<file path="config.mk">
export PLATFORM = sky130hd
export DESIGN_NAME = inst_fetch
export DESIGN_NICKNAME = d
export VERILOG_FILES = /design/src/rtl/inst_fetch.sv
export SDC_FILE = /design/constraint.sdc
export NUM_CORES = 1
export LEC_CHECK = 0
export CAP_MARGIN = 20
export CORE_MARGIN = 8
export CORE_UTILIZATION = 63
export CTS_CLUSTER_DIAMETER = 60
export DETAILED_ROUTE_END_ITERATION = 7
export DONT_BUFFER_PORTS = 1
export GPL_ROUTABILITY_DRIVEN = 0
export PLACE_DENSITY = 0.79
export REMOVE_ABC_BUFFERS = 1
export SLEW_MARGIN = 40
export SYNTH_ARGS = -nofsm -noshare
export SYNTH_HDL_FRONTEND = slang
export SYNTH_SLANG_ARGS = --single-unit
export TNS_END_PERCENT = 30
</file>
<file path="constraint.sdc">
create_clock -name clk -period 5.5 [get_ports clk]
set_input_delay 0.275 -clock clk [delete_from_list [all_inputs] [get_ports clk]]
set_output_delay 0.275 -clock clk [all_outputs]
set_load 0.005 [all_outputs]
</file>
<file path="src/rtl/inst_fetch.sv">
`timescale 1ns/1ps
// RV32I instruction fetch: credit-limited imem requests, response FIFO, redirect flush.
// Optional FETCH_MISALIGN_TRAP_EN: misaligned redirect raises misalign_fault and halts fetch.
module inst_fetch #(
  parameter logic [31:0] RESET_PC   = 32'h0000_0000,
  parameter int          FIFO_DEPTH = 2
) (
  input  logic        clk,
  input  logic        reset_n,
  output logic        imem_req_valid,
  input  logic        imem_req_ready,
  output logic [31:0] imem_req_addr,
  input  logic        imem_rsp_valid,
  input  logic [31:0] imem_rsp_data,
  output logic        inst_valid,
  input  logic        inst_ready,
  output logic [31:0] inst,
  output logic [31:0] inst_pc,
  input  logic        redirect_valid,
  input  logic [31:0] redirect_pc
`ifdef FETCH_MISALIGN_TRAP_EN
  ,
  output logic        misalign_fault
`endif
);

  localparam int AW = $clog2(FIFO_DEPTH);
  localparam int CW = AW + 1;
  localparam logic [CW:0]   LIM  = (CW+1)'(FIFO_DEPTH);
  localparam logic [CW-1:0] FULL = CW'(FIFO_DEPTH);

  logic [31:0]   r_pc;
  logic [CW-1:0] r_out;
  logic [CW-1:0] r_drop;
  logic [CW-1:0] r_cnt;
  logic [AW-1:0] r_wp;
  logic [AW-1:0] r_rp;
  logic [AW-1:0] r_tq_wp;
  logic [AW-1:0] r_tq_rp;
  logic [31:0]   r_data [FIFO_DEPTH];
  logic [31:0]   r_ipc  [FIFO_DEPTH];
  logic [31:0]   r_tq   [FIFO_DEPTH];

  logic          w_fault;
  logic [CW:0]   w_used;
  logic          w_req_valid;
  logic          w_req_hs;
  logic          w_rsp;
  logic          w_rsp_drop;
  logic          w_push;
  logic          w_inst_valid;
  logic          w_pop;
  logic [CW-1:0] w_out_nxt;
  logic [31:0]   w_tgt;

`ifdef FETCH_MISALIGN_TRAP_EN
  logic r_fault;
  logic w_mis;
  assign w_mis          = redirect_pc[1:0] != 2'b00;
  assign w_fault        = r_fault;
  assign misalign_fault = r_fault;
`else
  assign w_fault = 1'b0;
`endif

  assign w_tgt        = redirect_pc & 32'hFFFF_FFFC;
  assign w_used       = {1'b0, r_out} + {1'b0, r_cnt};
  assign w_req_valid  = reset_n && !w_fault && (w_used < LIM);
  assign w_req_hs     = w_req_valid && imem_req_ready;
  assign w_rsp        = imem_rsp_valid && (r_out != '0);
  assign w_rsp_drop   = w_rsp && (r_drop != '0);
  assign w_push       = w_rsp && !w_rsp_drop && !redirect_valid;
  assign w_inst_valid = r_cnt != '0;
  assign w_pop        = w_inst_valid && inst_ready;
  assign w_out_nxt    = r_out + CW'(w_req_hs) - CW'(w_rsp);

  assign imem_req_valid = w_req_valid;
  assign imem_req_addr  = r_pc;
  assign inst_valid     = w_inst_valid;
  assign inst           = w_inst_valid ? r_data[r_rp] : '0;
  assign inst_pc        = w_inst_valid ? r_ipc[r_rp] : '0;

  always_ff @(posedge clk or negedge reset_n) begin
    if (!reset_n) begin
      r_pc    <= RESET_PC;
      r_out   <= '0;
      r_drop  <= '0;
      r_cnt   <= '0;
      r_wp    <= '0;
      r_rp    <= '0;
      r_tq_wp <= '0;
      r_tq_rp <= '0;
`ifdef FETCH_MISALIGN_TRAP_EN
      r_fault <= 1'b0;
`endif
    end else begin
      r_out <= w_out_nxt;
      if (redirect_valid) begin
        // everything still in flight belongs to the old stream
        r_pc    <= w_tgt;
        r_drop  <= w_out_nxt;
        r_cnt   <= '0;
        r_wp    <= '0;
        r_rp    <= '0;
        r_tq_wp <= '0;
        r_tq_rp <= '0;
`ifdef FETCH_MISALIGN_TRAP_EN
        r_fault <= w_mis;
`endif
      end else begin
        if (w_req_hs) begin
          r_pc    <= r_pc + 32'd4;
          r_tq_wp <= r_tq_wp + AW'(1);
        end
        if (w_rsp_drop)
          r_drop <= r_drop - CW'(1);
        if (w_push) begin
          r_wp    <= r_wp + AW'(1);
          r_tq_rp <= r_tq_rp + AW'(1);
        end
        if (w_pop)
          r_rp <= r_rp + AW'(1);
        r_cnt <= r_cnt + CW'(w_push) - CW'(w_pop);
      end
    end
  end

  always_ff @(posedge clk) begin
    if (w_req_hs)
      r_tq[r_tq_wp] <= r_pc;
    if (w_push) begin
      r_data[r_wp] <= imem_rsp_data;
      r_ipc[r_wp]  <= r_tq[r_tq_rp];
    end
  end

  a_no_overflow: assert property (
    @(posedge clk) disable iff (!reset_n)
    !(w_push && (r_cnt == FULL)));

endmodule
</file>
==> flow_summary.json, run 1 <==
{
  "status": "complete, no violations",
  "synth_top_family_by_area": "multiplexers",
  "hold_violations": 0,
  "area_delta_synth_final_pct": 18.21,
  "placed_cell_area_mm2": 0.009397,
  "period_share_pct": 55.91,
  "die_area_mm2": 0.01854,
  "p_sw_mw": 1.178,
  "nets": 756,
  "setup_viol": 0,
  "antenna_left": 0,
  "hp-class": "in2reg",
  "crit_path_start": "r_cnt[0]",
  "p_int_mw": 3.218,
  "num_antenna_cells": 0,
  "drt-initial-drc-count": 333,
  "muxShareOfSynthArea_pct": 10.88,
  "fin_crit_ns": 3.075,
  "pwr-share-clk_pct": 31.6,
  "grt_remaining_overflow": 0,
  "rsz0062_at_grt": "false",
  "r2r_start": "r_cnt[0]",
  "wl_met2_mm": 9.833,
  "track_usage_pct": 20.47,
  "max-vdd-ir-drop_uv": 315.5,
  "path_common_cell": "and2_1",
  "seqPwrFrac_pct": 49.9,
  "mostFrequentLayoutCell": "edfxtp_1",
  "powerDensity_mw_per_mm2": 408.9,
  "grt_pass1_vias": 5430,
  "final_cell_mix": "edfxtp_1 (184), nor2_1 (71), mux2i_1 (64), dlygate4sd3_1 (63), nand2_1 (44)",
  "max_stage_delay_ns": 0.69,
  "crit_arrival_ns": 3.45,
  "vias": 5139,
  "clk_path_buf_depth": 3,
  "worstHoldStart": "redirect_valid",
  "post-cts-setup-buffers": 0,
  "synth_cell_types": 38,
  "required_ns": 5.88,
  "worst-r2r-cell-count": 9,
  "drt-met1-wl_mm": 6.839,
  "layout-drive-gt1-share_pct": 13.09,
  "critical-path-top-delay-family": "simple AND/OR/NAND/NOR gates",
  "cts_sinks": 224,
  "path_buf_inv": 1,
  "synth_area_mm2": 0.009096,
  "route.met3.wl_mm": 1.825,
  "crit_type": "reg2reg",
  "slew_headroom_pct": 42.23,
  "core-area_mm2": 0.01431,
  "clk_latency_ns": 0.50,
  "synthArstFlopShare_pct": 17.86,
  "maxCapViolCount": 0,
  "fmax_mhz": 325.2,
  "crit_chain": "and2_1 > fa_1 > nor3b_2 > and2_1 > inv_2 > or4_4 > nor4_4 > xnor2_1 > o21ai_1",
  "synth-compound-area-share_pct": 1.843,
  "grt_max_degree": 69,
  "htreeDepth": 1,
  "whs_path_depth": 2,
  "dieHeight_um": 136.2,
  "numCtsBuffers": 22,
  "combPwrFrac_pct": 18.5,
  "start_kind": "flop",
  "routed_wl_mm": 18.91,
  "reg2reg_slack_ns": 2.43,
  "synth_flop_cell": "edfxtp_1",
  "post_cts_resized": 0,
  "antenna_found_initial": 0,
  "synthAdderAreaFrac_pct": 1.045,
  "synthSimpleGateAreaFrac_pct": 8.845,
  "yosysSeqAreaShare_pct": 71.75,
  "via_per_inst": 5.846,
  "hpwl_mm": 11.83,
  "netlist_instances": 607,
  "maxUsedRoutingLayer": "met4",
  "yosys_warnings": 0,
  "drc": 0,
  "synth_edf_count": 184,
  "wl_per_cell_um": 21.51,
  "cp_slowest_cell": "or4_4",
  "worstHoldEndpoint": "imem_req_addr[16]",
  "cts_tree": "yes",
  "fillers": 878,
  "cts-root-buf": "clkbuf_16",
  "initial_core_util_pct": 63.55,
  "tns_ns": 0,
  "num_rows": 44,
  "end_kind": "flop",
  "skew_ns": 0.01223,
  "fp.dieW_um": 136.2,
  "slew_violations": 0,
  "grt_pass1_wl_mm": 29.38,
  "r2r-end": "imem_req_addr[31]",
  "tightest_slew_ns": 0.8600,
  "portBuffers": 0,
  "swShare_pct": 26.79,
  "final_area_mm2": 0.01075,
  "ys_seq_elements": 224,
  "cp_max_fo": 11,
  "ios": 168,
  "post_synth.cell_area_avg_um2": 14.99,
  "synth_xor_area_share_pct": 3.563,
  "leakage_nw": 3.678,
  "dr.pass1.iters": 5,
  "cts.clk_slew.worst_paths_ns": 0.06
}
[layout make-up]
type                       instances  area (µm²)  share of cell area (%)
tap                              184       230.2                   2.141
inverter                          10       37.54                  0.3491
sequential                       224        6530                   60.73
clock buffer                      29       598.1                   5.562
timing repair buffer              77       843.3                   7.843
clock inverter                    11       73.82                  0.6865
multi-input combinational        344        2440                   22.69
[power by group through the flow]
stage          sequential (mW)  combinational, mW  clock (mW)
2_1_floorplan             2.23              0.540           0
3_3_place_gp              2.22              0.706           0
3_5_place_dp              2.23              0.761           0
4_1_cts                   2.20              0.825        1.42
5_1_grt                   2.21              0.899        1.48
6_report                  2.19              0.813        1.39
[cells in the mapped netlist, types with 2 or more instances]
cell type	instances	share of area, %
xor2_1	18	1.7
ha_1	6	0.83
nand2_1	44	1.8
nor3_1	6	0.33
o21ai_0	25	1.4
nand4_1	8	0.55
clkbuf_1	19	0.78
o21ai_1	5	0.28
inv_1	9	0.37
mux2i_1	64	7.0
mux2_2	31	3.8
nor2_1	75	3.1
or3_1	2	0.14
and3_1	3	0.21
nor4_4	2	0.47
xnor2_1	19	1.8
nand3_1	11	0.61
edfxtp_1	184	61
nor4_1	3	0.21
and2_1	3	0.21
buf_1	6	0.25
nor4_2	3	0.41
nor2b_1	3	0.21
buf_4	5	0.41
dfrtp_1	40	11
[state kept, by name (all words and copies together), names as in the netlist]
register / cells
r_tq_rp: 1
r_out: 2
r_ipc: 60
r_cnt: 2
r_tq_wp: 1
r_drop: 2
r_tq: 60
imem_req_addr: 30
r_data: 64
r_rp: 1
r_wp: 1
[metal layers]
metal	up-vias	global-route usage, %
li1	2345	-
met1	2536	23.64
met2	217	36.08
met3	41	5.987
met4	0	6.345
met5	-	0
[worst reg2reg max path: stages (launching register included)]
cell     delay (ns)
dfrtp_1        0.41
and2_1         0.17
fa_1           0.45
nor3b_2        0.31
and2_1         0.23
inv_2          0.14
or4_4          0.69
nor4_4         0.29
xnor2_1        0.19
o21ai_1        0.10
[logic make-up after synthesis]
group | after synthesis
AO/OA/AOI/OAI | 32
XOR/XNOR | 37
AND/OR/NAND/NOR | 169
buffers and inverters | 42
multiplexers | 95
adder cells (fa/ha/maj) | 7
flip-flops | 224
other | 1
[worst max-delay path by stage]
stage | to | slack (ns) | cells after the start
after floorplan | r_data[0][0] | 1.45 | 5
after global placement | imem_req_addr[19] | 2.55 | 9
after detailed placement | imem_req_addr[19] | 2.43 | 9
after CTS | imem_req_addr[19] | 2.44 | 9
after global routing | imem_req_addr[23] | 2.36 | 9
final | imem_req_addr[31] | 2.43 | 9
[timing repair]
action / 4_1_cts / 5_1_grt
endpoints found under the setup margin: 0 / 0
hold buffers: 65 / 0
endpoints found under the hold margin: 142 / 0
[metrics by stage]
step / hold WS [ns] / total power [mW] / setup WS [ns] / util, % / cells
2_1_floorplan: -0.02059 / 2.774 / 1.447 / - / 578
3_3_place_gp: -0.01892 / 2.926 / 2.547 / 64.86 / 769
3_5_place_dp: -0.01895 / 2.992 / 2.433 / 65.65 / 774
4_1_cts: 0.03319 / 4.437 / 2.438 / 75.08 / 879
5_1_grt: 0.03611 / 4.597 / 2.359 / 75.12 / 879
6_report: 0.05801 / 4.396 / 2.425 / 75.12 / 879
Note: power is estimated with default switching activity, not from simulation.
==> run 2: changes to the inputs <==
clock period = 3 ns   (was 5.5 ns; I/O delays follow)
==> run 2 against run 1 <==
- die area stayed put
- fmax is 7.4% higher
- utilization is 0.80 points higher
- combinational power is 82% higher
- via count is 0.43% lower
- critical path depth is 2 higher
- power is 88% higher
- wire length is 0.17% lower
- sequential share of layout area is 0.64 points lower
- register-to-register slack worse by 2.3 ns
- highest routed layer unchanged
==> flow_summary.json, run 2 (synthesis results as in run 1) <==
{
  "track_usage_pct": 20.20,
  "status": "complete, no violations",
  "drc": 0,
  "place_ws_ns": 0.1991,
  "reg.largest.list": "r_data (64), r_ipc (60), r_tq (60)",
  "crit_arrival_ns": 3.25,
  "combPwrFrac_pct": 18.0,
  "num_rows": 44,
  "maxCapViolCount": 0,
  "critical-path-top-delay-family": "simple AND/OR/NAND/NOR gates",
  "cts.clk_slew.worst_paths_ns": 0.06,
  "cts_tree": "yes",
  "wl_per_cell_um": 21.36,
  "cts-root-buf": "clkbuf_16",
  "start_kind": "flop",
  "seq_area_mm2": 0.006530,
  "powerDensity_mw_per_mm2": 759.9,
  "core-area_mm2": 0.01431,
  "regMostFlops": "r_data",
  "leakage_nw": 3.735,
  "vias": 5117,
  "end_kind": "flop",
  "r2r_start": "r_cnt[0]",
  "mostFrequentLayoutCell": "edfxtp_1",
  "nets": 761,
  "tns_ns": 0,
  "fp.dieW_um": 136.2,
  "path_buf_inv": 3,
  "place_inst": 776,
  "p_int_mw": 6.075,
  "whs_path_depth": 3,
  "post-cts-setup-buffers": 0,
  "worstHoldStart": "inst_ready",
  "grt_remaining_overflow": 0,
  "antenna_left": 0,
  "p_sw_mw": 2.183,
  "hp-class": "in2reg",
  "reg2reg_slack_ns": 0.14,
  "routed_wl_mm": 18.88,
  "grt_max_degree": 71,
  "hpwl_mm": 11.70,
  "htreeDepth": 1,
  "path_common_cell": "and2_1",
  "cp_slowest_cell": "fa_1",
  "dieHeight_um": 136.2,
  "hold_violations": 0,
  "grt_pass1_wl_mm": 28.78,
  "area_delta_synth_final_pct": 19.46,
  "clk_path_buf_depth": 3,
  "worstHoldEndpoint": "r_rp",
  "antenna_found_initial": 0,
  "crit_chain": "and2_1 > fa_1 > nor3b_2 > and2_1 > inv_2 > buf_4 > nor4_4 > buf_6 > nand4_1 > xor2_1 > o21ai_0",
  "initial_core_util_pct": 63.55,
  "layoutNonFillerInstCount": 884,
  "dr.pass1.iters": 4,
  "fin_crit_ns": 2.863,
  "fillers": 866,
  "largest_reg_flops": 64,
  "portBuffers": 0,
  "max_stage_delay_ns": 0.45,
  "slew_violations": 0,
  "grt_pass1_vias": 5362,
  "crit_type": "reg2reg",
  "layout-drive-gt1-share_pct": 14.00,
  "final_cell_mix": "edfxtp_1 (184), nor2_1 (71), dlygate4sd3_1 (65), mux2i_1 (64), nand2_1 (44)",
  "clk_latency_ns": 0.49,
  "pwr-share-clk_pct": 33.1,
  "required_ns": 3.39,
  "seqPwrFrac_pct": 49.0,
  "cts_sinks": 224,
  "skew_ns": 0.009530,
  "cp_max_fo": 9,
  "drt-initial-drc-count": 299,
  "placed_cell_area_mm2": 0.009412,
  "num_antenna_cells": 0,
  "crit_path_start": "r_cnt[0]",
  "via_per_inst": 5.788,
  "final_area_mm2": 0.01087,
  "r2r-end": "imem_req_addr[30]",
  "fmax_mhz": 349.3,
  "ios": 168,
  "fin_ws_ns": 0.1375,
  "swShare_pct": 26.43,
  "period_share_pct": 95.42,
  "max-vdd-ir-drop_uv": 560.0,
  "slew_headroom_pct": 55.21,
  "numCtsBuffers": 22,
  "setup_viol": 0,
  "worst-r2r-cell-count": 11,
  "die_area_mm2": 0.01854,
  "multi_input_area_mm2": 0.002447,
  "tightest_slew_ns": 0.6719
}
run 2: cell types whose count changed in the layout (fill, tap and decap cells not counted), sizes merged:
cell / change
clkinv: -4
buf: +3
clkbuf: +2
dlygate4sd3: +2
bufinv: +1
clkinvlp: +1
run 2: layer usage:
layer	GRT usage (%)	routed length, µm	up-vias
met4	6.284	431	0
met1	22.40	6886	2542
met3	6.098	1508	38
li1	-	-	2357
met2	36.46	10050	180
met5	0	0	-
run 2: stage by stage:
stage	util, %	hold WS (ns)	power, mW
final	75.92	0.04607	8.257
after CTS	75.76	0.03468	8.313
after detailed placement	65.75	-0.1440	5.492
after global placement	65.75	-0.1440	5.407
after floorplan	-	-0.1456	5.086
after global routing	75.92	0.03335	8.600
run 2: layout make-up:
type                            instances  share of cell area, %
Clock inverter                          9                 0.9096
Inverter                               10                 0.3454
Sequential cell                       224                  60.09
Tap cell                              184                  2.119
Clock buffer                           31                  5.849
Timing Repair Buffer                   82                  8.163
Multi-Input combinational cell        344                  22.52
run 2: worst max path at each step:
stage | to | cells past startpoint
after floorplan | r_data[0][0] | 5
after global placement | imem_req_addr[23] | 9
after detailed placement | imem_req_addr[23] | 9
after CTS | imem_req_addr[23] | 9
after global routing | imem_req_addr[30] | 11
final | imem_req_addr[30] | 11
run 2: power by group through the flow:
stage | registers (mW) | logic (mW) | clock network, mW
5_1_grt | 4.08 | 1.64 | 2.88
6_report | 4.04 | 1.48 | 2.73
3_5_place_dp | 4.11 | 1.38 | 0
3_3_place_gp | 4.08 | 1.33 | 0
4_1_cts | 4.04 | 1.51 | 2.76
2_1_floorplan | 4.09 | 0.991 | 0
run 2: worst reg2reg max path: stages, from the launching register on:
cell,delay [ns]
dfrtp_1,0.43
and2_1,0.17
fa_1,0.45
nor3b_2,0.21
and2_1,0.19
inv_2,0.06
buf_4,0.18
nor4_4,0.36
buf_6,0.20
nand4_1,0.14
xor2_1,0.18
o21ai_0,0.21
run 2: repair_timing:
item,CTS,global route
hold endpoints to repair,142,0
hold buffers,67,0
resized for setup,0,4
setup endpoints to repair,0,2
==> run 3: changes to the inputs <==
CORE_UTILIZATION = 65   (was 63)
PLACE_DENSITY = 0.81   (was 0.79)
clock period = 3.6 ns   (was 3 ns; I/O delays follow)
==> run 3 against run 2 <==
- via count decreased by 1.9%
- first-iteration DRC count increased by 10%
- highest routed layer unchanged
- clock skew increased by 0.00060 ns
- wire length decreased by 2.9%
- non-clock buffer count decreased by 6
- sequential cell count unchanged
- count of clock-buffer cells in the layout increased by 2
- clock power decreased by 21%
- global-route usage increased by 0.11 points
- fmax decreased by 5.3%
- critical path type unchanged
- register-to-register slack improved by 0.44 ns
==> flow_summary.json, run 3 (synthesis results as in run 1) <==
{
  "status": "complete, no violations",
  "cp_max_fo": 11,
  "antenna_found_initial": 0,
  "grt_remaining_overflow": 0,
  "num_antenna_cells": 0,
  "use_met2_pct": 36.20,
  "fmax_mhz": 331.0,
  "place_ws_ns": 0.6367,
  "crit_chain": "and2_1 > fa_1 > nor3b_2 > and2_1 > inv_2 > or4_4 > nor4_4 > xnor2_1 > o21ai_1",
  "portBuffers": 0,
  "grt_pass1_vias": 5398,
  "numCtsBuffers": 22,
  "layout-drive-gt1-share_pct": 12.82,
  "num_rows": 43,
  "hpwl_mm": 11.25,
  "grtUsageMet3_pct": 5.722,
  "dieHeight_um": 134.3,
  "period_share_pct": 83.93,
  "area_delta_synth_final_pct": 17.46,
  "drt-initial-drc-count": 330,
  "nets": 755,
  "final_cell_mix": "edfxtp_1 (184), nor2_1 (71), mux2i_1 (64), dlygate4sd3_1 (63), nand2_1 (44)",
  "maxCapViolCount": 0,
  "antenna_left": 0,
  "track_usage_pct": 20.31,
  "max-vdd-ir-drop_uv": 567.9,
  "reg.largest.list": "r_data (64), r_ipc (60), r_tq (60)",
  "mostFrequentLayoutCell": "edfxtp_1",
  "path_common_cell": "and2_1",
  "slew_violations": 0,
  "fin_util_pct": 77.57,
  "dr.pass1.iters": 4,
  "cts-root-buf": "clkbuf_16",
  "leakage_nw": 3.656,
  "hold_violations": 0,
  "setup_viol": 0,
  "crit_type": "reg2reg",
  "layoutNonFillerInstCount": 874,
  "clk_latency_ns": 0.49,
  "crit_arrival_ns": 3.39,
  "cts_tree": "yes",
  "ios": 168,
  "post_cts_resized": 0,
  "met1_usage_pct": 23.35,
  "clk_path_buf_depth": 3,
  "routed_wl_mm": 18.34,
  "largest_reg_flops": 64,
  "via_per_inst": 5.741,
  "vias": 5018,
  "regMostFlops": "r_data",
  "place_inst": 769,
  "cp_slowest_cell": "or4_4",
  "cts.clk_slew.worst_paths_ns": 0.06,
  "holdWs_ns": 0.006274,
  "core-area_mm2": 0.01377,
  "end_kind": "flop",
  "required_ns": 3.97,
  "cts_sinks": 224,
  "max_stage_delay_ns": 0.69,
  "fp.dieW_um": 134.3,
  "hp-class": "in2reg",
  "wl_per_cell_um": 20.98,
  "start_kind": "flop",
  "grt_busiest_layer": "met2",
  "tightest_slew_ns": 0.7606,
  "fin_crit_ns": 3.021,
  "drc": 0,
  "die_area_mm2": 0.01804,
  "initial_core_util_pct": 66.04,
  "grt_max_degree": 70,
  "powerDensity_mw_per_mm2": 628.5,
  "slew_headroom_pct": 49.29,
  "fin_ws_ns": 0.5786,
  "rsz0062_at_grt": "false",
  "grt_pass1_wl_mm": 28.86,
  "tns_ns": 0,
  "htreeDepth": 1,
  "skew_ns": 0.01013
}
run 3: cell count changes in the layout (fill, tap and decap cells not counted), moves of 2 or more:
cell           before  now
clkbuf_8            3    1
dlygate4sd3_1      65   63
buf_4               7   10
buf_12              7    2
clkbuf_1            5    9
run 3: final cells by class:
class	instances	area, µm²
inverters	10	37.54
multi-input cells	344	2434
clock buffers	33	623.1
well taps	180	225.2
fillers	822	3089
clock inverters	7	61.31
repair buffers	76	773.2
flip-flops and latches	224	6530
run 3: per-layer routing:
metal	part of all wire (%)	vias up
met5	0	-
met4	1.4	0
met3	8.5	21
met2	52	189
met1	38	2472
li1	-	2336
run 3: through the flow:
stage,area [µm²],power [mW]
finish,10680,6.715
global route,10680,7.018
CTS,10680,6.754
detailed placement,9321,4.529
global placement,9301,4.461
floorplan,8960,4.238
run 3: final timing paths:
| path | start | end | slack (ns) | cells past startpoint |
|---|---|---|---|---|
| worst max-delay path | r_cnt[0] | imem_req_addr[23] | 0.58 | 9 |
| worst min-delay path | inst_ready | r_rp | 0.006 | 3 |
| min in group asynchronous | reset_n | r_cnt[1] | 0.17 | 2 |
| worst max register to register | r_cnt[0] | imem_req_addr[23] | 0.58 | 9 |
| worst min register to register | r_tq[1][19] | r_ipc[0][19] | 0.56 | 1 |
| max in group asynchronous | reset_n | r_rp | 3.22 | 2 |
run 3: repair_timing:
| item | in CTS | in global routing |
|---|---|---|
| setup buffers | 0 | 0 |
| hold buffers | 65 | 0 |
| hold endpoints to repair | 142 | 0 |
| setup endpoints to repair | 0 | 0 |
run 3: critical path, delay by kind of cell, from the launching register on:
kind / cells / cell delay [ns]
adders and majority gates: 1 / 0.45
and+or+nand+nor: 5 / 1.66
DFF: 1 / 0.42
buffers and inverters: 1 / 0.12
xor gates and xnor gates: 1 / 0.16
AOI/OAI and AO/OA: 1 / 0.08
run 3: where the power goes:
part           internal [mW]  total [mW]  switching (mW)
registers               3.15        3.37           0.223
logic                  0.510        1.18           0.674
clock network           1.27        2.16           0.890
total                   4.93        6.71            1.79
